$ cat src/rtl/ppu_pkg.sv
// ppu_pkg: state encoding, line-timing constants and helpers shared by the sprite evaluator.
package ppu_pkg;
  typedef enum logic [2:0] {IDLE, CLEAR, READ_Y, CHECK_Y, COPY1, COPY2, COPY3, DONE} eval_state_t;
  localparam int CLEAR_LAST = 64;
  localparam int EVAL_FIRST = 65;
  localparam int EVAL_LAST = 256;
  localparam int XFER_CYCLE = 257;
  localparam int PRERENDER_LINE = 261;
  localparam int VISIBLE_LAST = 239;
  localparam logic [7:0] OAM2_FILL = 8'hFF;
  localparam int SPR_SLOTS = 8;
  function automatic logic [SPR_SLOTS-1:0] valid_mask(input logic [3:0] cnt);
    logic [SPR_SLOTS-1:0] m;
    m = '0;
    for (int i = 0; i < SPR_SLOTS; i++) m[i] = 4'(i) < cnt;
    return m;
  endfunction
endpackage

$ cat src/rtl/sprite_eval_if.sv
// sprite_eval_if: timing inputs, primary-OAM read bus, oam2 fetch port and per-line results.
interface sprite_eval_if;
  logic       render_en;
  logic [8:0] cycle;
  logic [8:0] scanline;
  logic       spr_size16;
  logic [7:0] oam_addr;
  logic [7:0] oam_data;
  logic [4:0] oam2_raddr;
  logic [7:0] oam2_rdata;
  logic [7:0] slot_valid;
  logic [3:0] spr_cnt;
  logic       spr0_line;
  logic       overflow;
  modport master (
    output render_en, cycle, scanline, spr_size16, oam_data, oam2_raddr,
    input  oam_addr, oam2_rdata, slot_valid, spr_cnt, spr0_line, overflow
  );
  modport slave (
    input  render_en, cycle, scanline, spr_size16, oam_data, oam2_raddr,
    output oam_addr, oam2_rdata, slot_valid, spr_cnt, spr0_line, overflow
  );
endinterface

$ cat src/rtl/oam2_ram.sv
// oam2_ram: 32x8 secondary OAM, one write port, combinational read, reset fills with 0xFF.
module oam2_ram
  import ppu_pkg::*;
(
  input  logic       clk,
  input  logic       rst_n,
  input  logic       we,
  input  logic [4:0] waddr,
  input  logic [7:0] wdata,
  input  logic [4:0] raddr,
  output logic [7:0] rdata
);
  logic [7:0] mem [32];
  always_ff @(posedge clk or negedge rst_n)
    if (!rst_n) for (int i = 0; i < 32; i++) mem[i] <= OAM2_FILL;
    else if (we) mem[waddr] <= wdata;
  assign rdata = mem[raddr];
endmodule

$ cat src/rtl/sprite_eval.sv
// sprite_eval: per-scanline secondary-OAM clear, primary-OAM range scan and result transfer.
module sprite_eval
  import ppu_pkg::*;
#(
  parameter int NUM_SLOTS = SPR_SLOTS
) (
  input logic         clk,
  input logic         rst_n,
  sprite_eval_if.slave bus
);
  eval_state_t state, state_nx;
  logic [5:0] n;
  logic [3:0] found;
  logic       spr0_next, active, in_range, full, we;
  logic [4:0] waddr;
  logic [7:0] wdata;
  logic [8:0] diff;
  assign active   = bus.render_en && bus.scanline <= 9'(VISIBLE_LAST);
  assign diff     = bus.scanline - {1'b0, bus.oam_data};
  assign in_range = diff < (bus.spr_size16 ? 9'd16 : 9'd8);
  assign full     = found == 4'(NUM_SLOTS);
  assign wdata    = (state == IDLE || state == CLEAR) ? OAM2_FILL : bus.oam_data;
  oam2_ram u_oam2 (
    .clk(clk), .rst_n(rst_n), .we(we), .waddr(waddr), .wdata(wdata),
    .raddr(bus.oam2_raddr), .rdata(bus.oam2_rdata)
  );
  always_ff @(posedge clk or negedge rst_n)
    if (!rst_n) state <= IDLE;
    else state <= state_nx;
  // The fill write for cycle 1 happens while still in IDLE, so CLEAR covers all 32 bytes.
  always_comb begin
    state_nx     = state;
    bus.oam_addr = '0;
    we           = 1'b0;
    waddr        = bus.cycle[5:1];
    case (state)
      IDLE: if (bus.cycle == 9'd1) begin
        state_nx = CLEAR;
        we       = 1'b1;
      end
      CLEAR: begin
        we       = bus.cycle[0];
        state_nx = bus.cycle == 9'(CLEAR_LAST) ? READ_Y : CLEAR;
      end
      READ_Y: begin
        bus.oam_addr = {n, 2'b00};
        state_nx     = CHECK_Y;
      end
      CHECK_Y: begin
        bus.oam_addr = {n, 2'b01};
        waddr        = {found[2:0], 2'b00};
        we           = in_range && !full;
        state_nx     = in_range ? (full ? DONE : COPY1) : (n == 6'd63 ? DONE : READ_Y);
      end
      COPY1: begin
        bus.oam_addr = {n, 2'b10};
        waddr        = {found[2:0], 2'b01};
        we           = 1'b1;
        state_nx     = COPY2;
      end
      COPY2: begin
        bus.oam_addr = {n, 2'b11};
        waddr        = {found[2:0], 2'b10};
        we           = 1'b1;
        state_nx     = COPY3;
      end
      COPY3: begin
        waddr    = {found[2:0], 2'b11};
        we       = 1'b1;
        state_nx = n == 6'd63 ? DONE : READ_Y;
      end
      default: ;
    endcase
    if (state != IDLE && bus.cycle == 9'(EVAL_LAST)) state_nx = DONE;
    if (state != IDLE && bus.cycle == 9'(XFER_CYCLE)) state_nx = IDLE;
    if (!active) begin
      state_nx = IDLE;
      we       = 1'b0;
    end
  end
  logic [3:0] spr_cnt_q;
  logic [7:0] slot_valid_q;
  logic       spr0_line_q, overflow_q;
  always_ff @(posedge clk or negedge rst_n)
    if (!rst_n) begin
      n            <= '0;
      found        <= '0;
      spr0_next    <= 1'b0;
      spr_cnt_q    <= '0;
      slot_valid_q <= '0;
      spr0_line_q  <= 1'b0;
      overflow_q   <= 1'b0;
    end else begin
      if (bus.scanline == 9'(PRERENDER_LINE) && bus.cycle == 9'd1) begin
        overflow_q   <= 1'b0;
        spr_cnt_q    <= '0;
        slot_valid_q <= '0;
        spr0_line_q  <= 1'b0;
      end
      if (active) begin
        if (state == CLEAR && bus.cycle == 9'(CLEAR_LAST)) begin
          n         <= '0;
          found     <= '0;
          spr0_next <= 1'b0;
        end
        if (state == CHECK_Y && in_range && full) overflow_q <= 1'b1;
        if (state == CHECK_Y && in_range && !full && n == 6'd0) spr0_next <= 1'b1;
        if (state == CHECK_Y && !in_range && n != 6'd63) n <= n + 6'd1;
        if (state == COPY3) begin
          found <= found + 4'd1;
          if (n != 6'd63) n <= n + 6'd1;
        end
        if (state != IDLE && bus.cycle == 9'(XFER_CYCLE)) begin
          spr_cnt_q    <= found;
          slot_valid_q <= valid_mask(found);
          spr0_line_q  <= spr0_next;
        end
      end
    end
  assign bus.spr_cnt    = spr_cnt_q;
  assign bus.slot_valid = slot_valid_q;
  assign bus.spr0_line  = spr0_line_q;
  assign bus.overflow   = overflow_q;
endmodule

$ cat src/flat_wrapper.sv
// flat-port wrapper written by rule: the top's interface ports become plain ports
module sprite_eval_flat import ppu_pkg::*;
#(
  parameter int NUM_SLOTS = SPR_SLOTS
)
  (clk, rst_n, bus_render_en, bus_cycle, bus_scanline, bus_spr_size16, bus_oam_data, bus_oam2_raddr, bus_oam_addr, bus_oam2_rdata, bus_slot_valid, bus_spr_cnt, bus_spr0_line, bus_overflow);
  sprite_eval_if bus_i ();
  input logic clk;
  input logic rst_n;
  input wire logic [$bits(bus_i.render_en)-1:0] bus_render_en;
  input wire logic [$bits(bus_i.cycle)-1:0] bus_cycle;
  input wire logic [$bits(bus_i.scanline)-1:0] bus_scanline;
  input wire logic [$bits(bus_i.spr_size16)-1:0] bus_spr_size16;
  input wire logic [$bits(bus_i.oam_data)-1:0] bus_oam_data;
  input wire logic [$bits(bus_i.oam2_raddr)-1:0] bus_oam2_raddr;
  output wire logic [$bits(bus_i.oam_addr)-1:0] bus_oam_addr;
  output wire logic [$bits(bus_i.oam2_rdata)-1:0] bus_oam2_rdata;
  output wire logic [$bits(bus_i.slot_valid)-1:0] bus_slot_valid;
  output wire logic [$bits(bus_i.spr_cnt)-1:0] bus_spr_cnt;
  output wire logic [$bits(bus_i.spr0_line)-1:0] bus_spr0_line;
  output wire logic [$bits(bus_i.overflow)-1:0] bus_overflow;
  assign bus_i.render_en = bus_render_en;
  assign bus_i.cycle = bus_cycle;
  assign bus_i.scanline = bus_scanline;
  assign bus_i.spr_size16 = bus_spr_size16;
  assign bus_i.oam_data = bus_oam_data;
  assign bus_i.oam2_raddr = bus_oam2_raddr;
  assign bus_oam_addr = bus_i.oam_addr;
  assign bus_oam2_rdata = bus_i.oam2_rdata;
  assign bus_slot_valid = bus_i.slot_valid;
  assign bus_spr_cnt = bus_i.spr_cnt;
  assign bus_spr0_line = bus_i.spr0_line;
  assign bus_overflow = bus_i.overflow;
  sprite_eval #(.NUM_SLOTS(NUM_SLOTS)) u_core (.clk(clk), .rst_n(rst_n), .bus(bus_i));
endmodule
$ cat config.mk
export PLATFORM = sky130hd
export DESIGN_NAME = sprite_eval_flat
export DESIGN_NICKNAME = d
export VERILOG_FILES = /design/src/rtl/ppu_pkg.sv /design/src/rtl/sprite_eval_if.sv /design/src/rtl/oam2_ram.sv /design/src/rtl/sprite_eval.sv /design/src/flat_wrapper.sv
export SDC_FILE = /design/constraint.sdc
export NUM_CORES = 1
export LEC_CHECK = 0
export CAP_MARGIN = 20
export CORE_ASPECT_RATIO = 0.7
export CORE_MARGIN = 3
export CORE_UTILIZATION = 48
export DETAILED_ROUTE_END_ITERATION = 6
export PLACE_DENSITY = 0.66
export SETUP_SLACK_MARGIN = 0.02
export SLEW_MARGIN = 20
export SYNTH_ARGS = -nofsm -noshare
export SYNTH_HDL_FRONTEND = slang
export SYNTH_SLANG_ARGS = --single-unit
$ cat constraint.sdc
create_clock -name clk -period 12.35 [get_ports clk]
set_input_delay 3.705 -clock clk [delete_from_list [all_inputs] [get_ports clk]]
set_output_delay 3.705 -clock clk [all_outputs]
set_load 0.01 [all_outputs]
### Yosys cells after proc, flatten, opt, wreduce, memory -nomap -nowiden

Cells that the tools add are included.

* add/sub/neg operators: 3
* multiply operators: 0
* div/mod/pow operators: 0
* magnitude comparators: 13
* eq/ne operators: 16
* shift operators: 0
* multiplexer cells: 42
* bitwise logic cells: 2
* reductions and logical operators: 25

Operator list (count)
* $bwmux W256: 1
* $mux W8: 7
* $bmux W8 S5: 1
* $demux W8 S5: 1
* $pmux W8 S4: 1
* $eq A9 B9 Y1 const B: 3
* $mux W6: 4
* $pmux W3 S7: 1
* $mux W4: 5
* $pmux W5 S4: 1
* $mux W3: 6
* $lt A3 B4 Y1 const A: 4
* $logic_and A1 B1 Y1: 13
* $ge A6 B6 Y1 const B: 2
* $not A5 Y6: 2
* $mux W1: 10
* $ne A10 B10 Y1 const B: 1
* $eq A3 B3 Y1 const B: 3
* $eq A9 B1 Y1 const B: 1
* $eq A9 B7 Y1 const B: 1
* $le A9 B8 Y1 const B: 1
* $lt A9 B9 Y1: 1
* $sub A9 B8 Y9: 1
* $lt A1 B4 Y1 const A: 2
* other kinds (21): 28

* register bits after elaboration: 284
* latch bits: 0
* bits in writable memories: 0
* bits in read-only memories: 0
* input bits: 35
* memories kept: 0

### Logic depth before layout (Yosys ltp)

* depth after elaboration: 8
* mapped depth: 14
* depth with buffers taken out: 13

### Cells and area by module

A second synthesis with hierarchy kept.

* cells, all modules: 978
* area, all modules: 14156.1 um^2

By module, submodules not included
* oam2_ram: instances 1, cells an instance 699, area each 11969.0 um^2, seq. area each 6726.5 um^2
* sprite_eval: instances 1, cells an instance 279, area each 2187.1 um^2, seq. area each 700.7 um^2

### Worst setup path before layout

Ideal clock, no wire load.

* path kind: input port to output port
* from: input port bus_oam2_raddr[0]
* to: output port bus_oam2_rdata[0]
* arrival: 5.929 ns
* setup slack: 2.716 ns
* stages on the path: 5
* path buffers: 2
* cells stage by stage: clkbuf_1 > buf_1 > mux4_2 > mux4_2 > mux2_2

* longest elaborated chain between the ends: 4

RTL lines
* start, declared: RTL line flat_wrapper.sv:15 `input wire logic [$bits(bus_i.oam2_raddr)-1:0] bus_oam2_raddr;`
* $not A5 Y6 (not written as such): RTL line oam2_ram.sv:17 `assign rdata = mem[raddr];`
* $bmux W8 S5: RTL line oam2_ram.sv:17
* $mux W8 (not written as such) (2 in series): RTL line oam2_ram.sv:17
* end, declared: RTL line flat_wrapper.sv:17 `output wire logic [$bits(bus_i.oam2_rdata)-1:0] bus_oam2_rdata;`

Every way passes these cells. The select of a mux whose other input is x is not followed.

### Worst setup path in the final report

* from: input port bus_oam2_raddr[0]
* to: output port bus_oam2_rdata[4]

The elaborated chain is that of the path after synthesis.

==> results by group <==
Clock tree
  • Reg clk slew, reported paths: 60 ps
  • CTS Buf Count: 28
  • Root Driver: clkbuf_16
  • Post-CTS resize count: 0
  • Clock buffer depth: 3
  • TritonCTS clock tree: yes
  • CTS sink count: 284
  • Hold Buf Count CTS: 0
  • Post-CTS Setup Bufs: 0
  • H-tree depth: 1
  • Clock Latency Late Sink: 550 ps

Drt
  • Wirelength, routed: 35400 um
  • Post-route DRC: 0
  • WL/cell: 24.4 um
  • Initial DRT Pass Iterations: 5
  • Initial DRC count: 731
  • Routed vias/inst: 6.00
  • Antenna-violating nets left: 0
  • Via count: 8685

Die
  • Die Wd: 214 um
  • I/O pin cnt: 65
  • Core area: 29300 sq um
  • Die Y-Extent: 151 um
  • DIE AREA: 32400 sq um
  • Initial Util: 49.4%
  • Site Rows: 52

STA
  • Rel. slew slack: 26.8%
  • Skew final: 7.82 ps
  • Fin. max-slew vios: 0
  • Slew @ Worst Pin: 1090 ps
  • Crit path time final: 10290 ps
  • Unrepaired setup endpoints after global routing: false
  • Tcrit/Tclk final: 83.3%
  • Hold Vio Cnt, Final: 0
  • Min setup slack post-route: 2060 ps
  • Final setup viols: 0
  • Setup TNS: 0 ps
  • Fmax: 97.2 MHz

Critical path
  • Crit Path Category: in2out
  • Setup crit start kind: input pin
  • CP Max Fanout: 34
  • Crit. End Element: output port
  • WP data arrival: 6590 ps
  • Worst EP required: 8640 ps

Power
  • Sw Pwr: 0.000419 W
  • Pwr per Cell Area: 116 nW/um^2
  • P_leak: 6.53 nW
  • P_int: 0.00148 W
  • Clk pwr share: 45.3%
  • Net Sw Frac: 22.1%
  • Max IR drop VDD: 0.0862 mV
  • Combinational share of power: 5.2%
  • Sequential share of power: 49.5%

Yosys
  • Post-synth cell types: 73
  • Synthesized cell area: 14500 sq um
  • Main synth FF type: dfstp_2
  • Yosys Warn Count: 0
  • Area leader, netlist: dfstp_2
  • Asr flop ratio synth: 100%
  • Post-synthesis register bit count: 284
  • Post-synth EDFFs: 0
  • Cell count after synthesis: 980
  • Syn_nets: 1029
  • Synth top area share: 46.4%
  • Register area share after synthesis: 51.2%
  • Area contributors post-synth: dfstp_2 46%, mux2_2 19%, mux4_2 12%
  • Avg Cell Area, Syn: 14.8 sq um

GRT
  • Vias in the first global route: 8842
  • Largest net degree at the start of global routing: 179
  • Total GRT Usage: 22.5%
  • Initial antenna violation count: 0
  • First-pass GRT wire length: 55100 um
  • Total gr overflow: 0

Cells and area
  • Layout cells sized above 1: 66.4%
  • Antenna Cells: 0
  • Nets@finish: 1070
  • Layout area overhead: 12.8%

Placement
  • Hpwl dp: 23700 um
  • GP Congestion: 0.848
  • Port bufs: 64
  • Pre-CTS setup slack: 1980 ps

Hold path
  • Hold Crit Class: reg2reg

Status
  • Status: finished clean

Flow run
  • Max-cap violations: 0
final cells by class:
| cell class | count | area, sq um |
|---|---|---|
| Fill cell | 2381 | 13000 |
| Sequential cell | 284 | 7430 |
| Multi-Input combinational cell | 611 | 6680 |
| Clock buffer | 46 | 880 |
| Timing Repair Buffer | 75 | 733 |
| Tap cell | 405 | 507 |
| Inverter | 21 | 78.8 |
| Clock inverter | 5 | 50.0 |
state kept, by name (all words and copies together), names as in the netlist:
register	cells
u_core.n	6
u_core.state	3
u_core.u_oam2.mem	256
u_core.bus.overflow	1
u_core.spr0_next	1
u_core.bus.slot_valid	8
u_core.bus.spr_cnt	4
u_core.bus.spr0_line	1
u_core.found	4
metrics by stage:
stage | power, W | instance area, sq um | utilization (%) | hold WS, ps | instances
after floorplan | 0.00101 | 14500 | - | 442 | 980
after global placement | 0.00105 | 15400 | 52.6 | 472 | 1396
after detailed placement | 0.00105 | 15400 | 52.6 | 475 | 1396
after CTS | 0.00192 | 16400 | 55.7 | 490 | 1447
after global routing | 0.00196 | 16400 | 55.7 | 513 | 1447
final | 0.00190 | 16400 | 55.7 | 482 | 1447
layer usage:
metal  share of wire, %  vias up  track usage (%)
li1                   -     3767                -
met1                 50     4625             36.4
met2                 43      254             31.1
met3                6.5       39             5.00
met4                1.1        0             3.76
met5                  0        -                0
critical path: stages:
cell	delay [ps]
buf_4	520
buf_4	460
mux4_2	620
mux4_2	490
mux2_2	300
clkdlybuf4s50_1	480
cells by family (layout without fill, tap and decap cells):
group / after synthesis / in the layout / share of synthesized area, %
AND/OR/NAND/NOR: 158 / 158 / 5.91
buffers and inverters: 85 / 147 / 2.82
multiplexers: 349 / 349 / 33.5
flip-flops: 284 / 284 / 51.2
adder cells (fa/ha/maj): 14 / 14 / 1.21
AO/OA/AOI/OAI: 86 / 86 / 5.14
XOR/XNOR: 4 / 4 / 0.242
power by group through the flow:
stage	sequential [W]	clock, W	combinational (W)
2_1_floorplan	0.000952	0	0.0000556
3_3_place_gp	0.000952	0	0.0000986
3_5_place_dp	0.000952	0	0.0000998
4_1_cts	0.000938	0.000878	0.000100
5_1_grt	0.000938	0.000915	0.000108
6_report	0.000939	0.000860	0.0000982
placed cells by master, fill, tap and decap left out, types with 6 or more instances in the layout:
cell type          n
mux2_4             8
a22o_1             6
clkbuf_1           8
dfstp_2          256
mux2_1             8
inv_1             20
and3_1            11
clkbuf_8           9
nor3_1             8
mux4_2            80
nor4_1             6
ha_1              14
a21oi_1           16
buf_4             11
nor2_2            13
clkbuf_16         29
o21ai_0           15
nor2_1            21
mux2_2           250
nand3_1           11
a211oi_4           6
dfrtp_1           28
clkdlybuf4s50_1   61
nand2_1           47
nand2b_1           7
worst paths after layout:
kind | startpoint | end | slack [ps] | cells after the start
max | bus_oam2_raddr[0] | bus_oam2_rdata[4] | 2060 | 6
min | u_core.bus.slot_valid[3] | u_core.bus.slot_valid[3] | 480 | 2
max reg2reg | u_core.state[0] | u_core.u_oam2.mem[120] | 8480 | 7
min reg2reg | u_core.bus.slot_valid[3] | u_core.bus.slot_valid[3] | 480 | 2
max in group asynchronous | rst_n | u_core.n[3] | 7760 | 2
min in group asynchronous | rst_n | u_core.u_oam2.mem[81] | 3560 | 1
Yosys cell counts (all sizes together) (5+ instances only):
cell           n
mux2         266
dfstp        256
mux4          80
nand2         49
nor2          34
clkbuf        32
dfrtp         28
buf           24
inv           21
a21oi         19
o21ai         17
ha            14
nand3         13
and3          11
dlygate4sd1    8
nor3           8
nor4           8
nand2b         7
a211oi         6
a22o           6
a211o          5
a31oi          5
nand3b         5
nand4          5
Power figures use the tool's default switching activity.
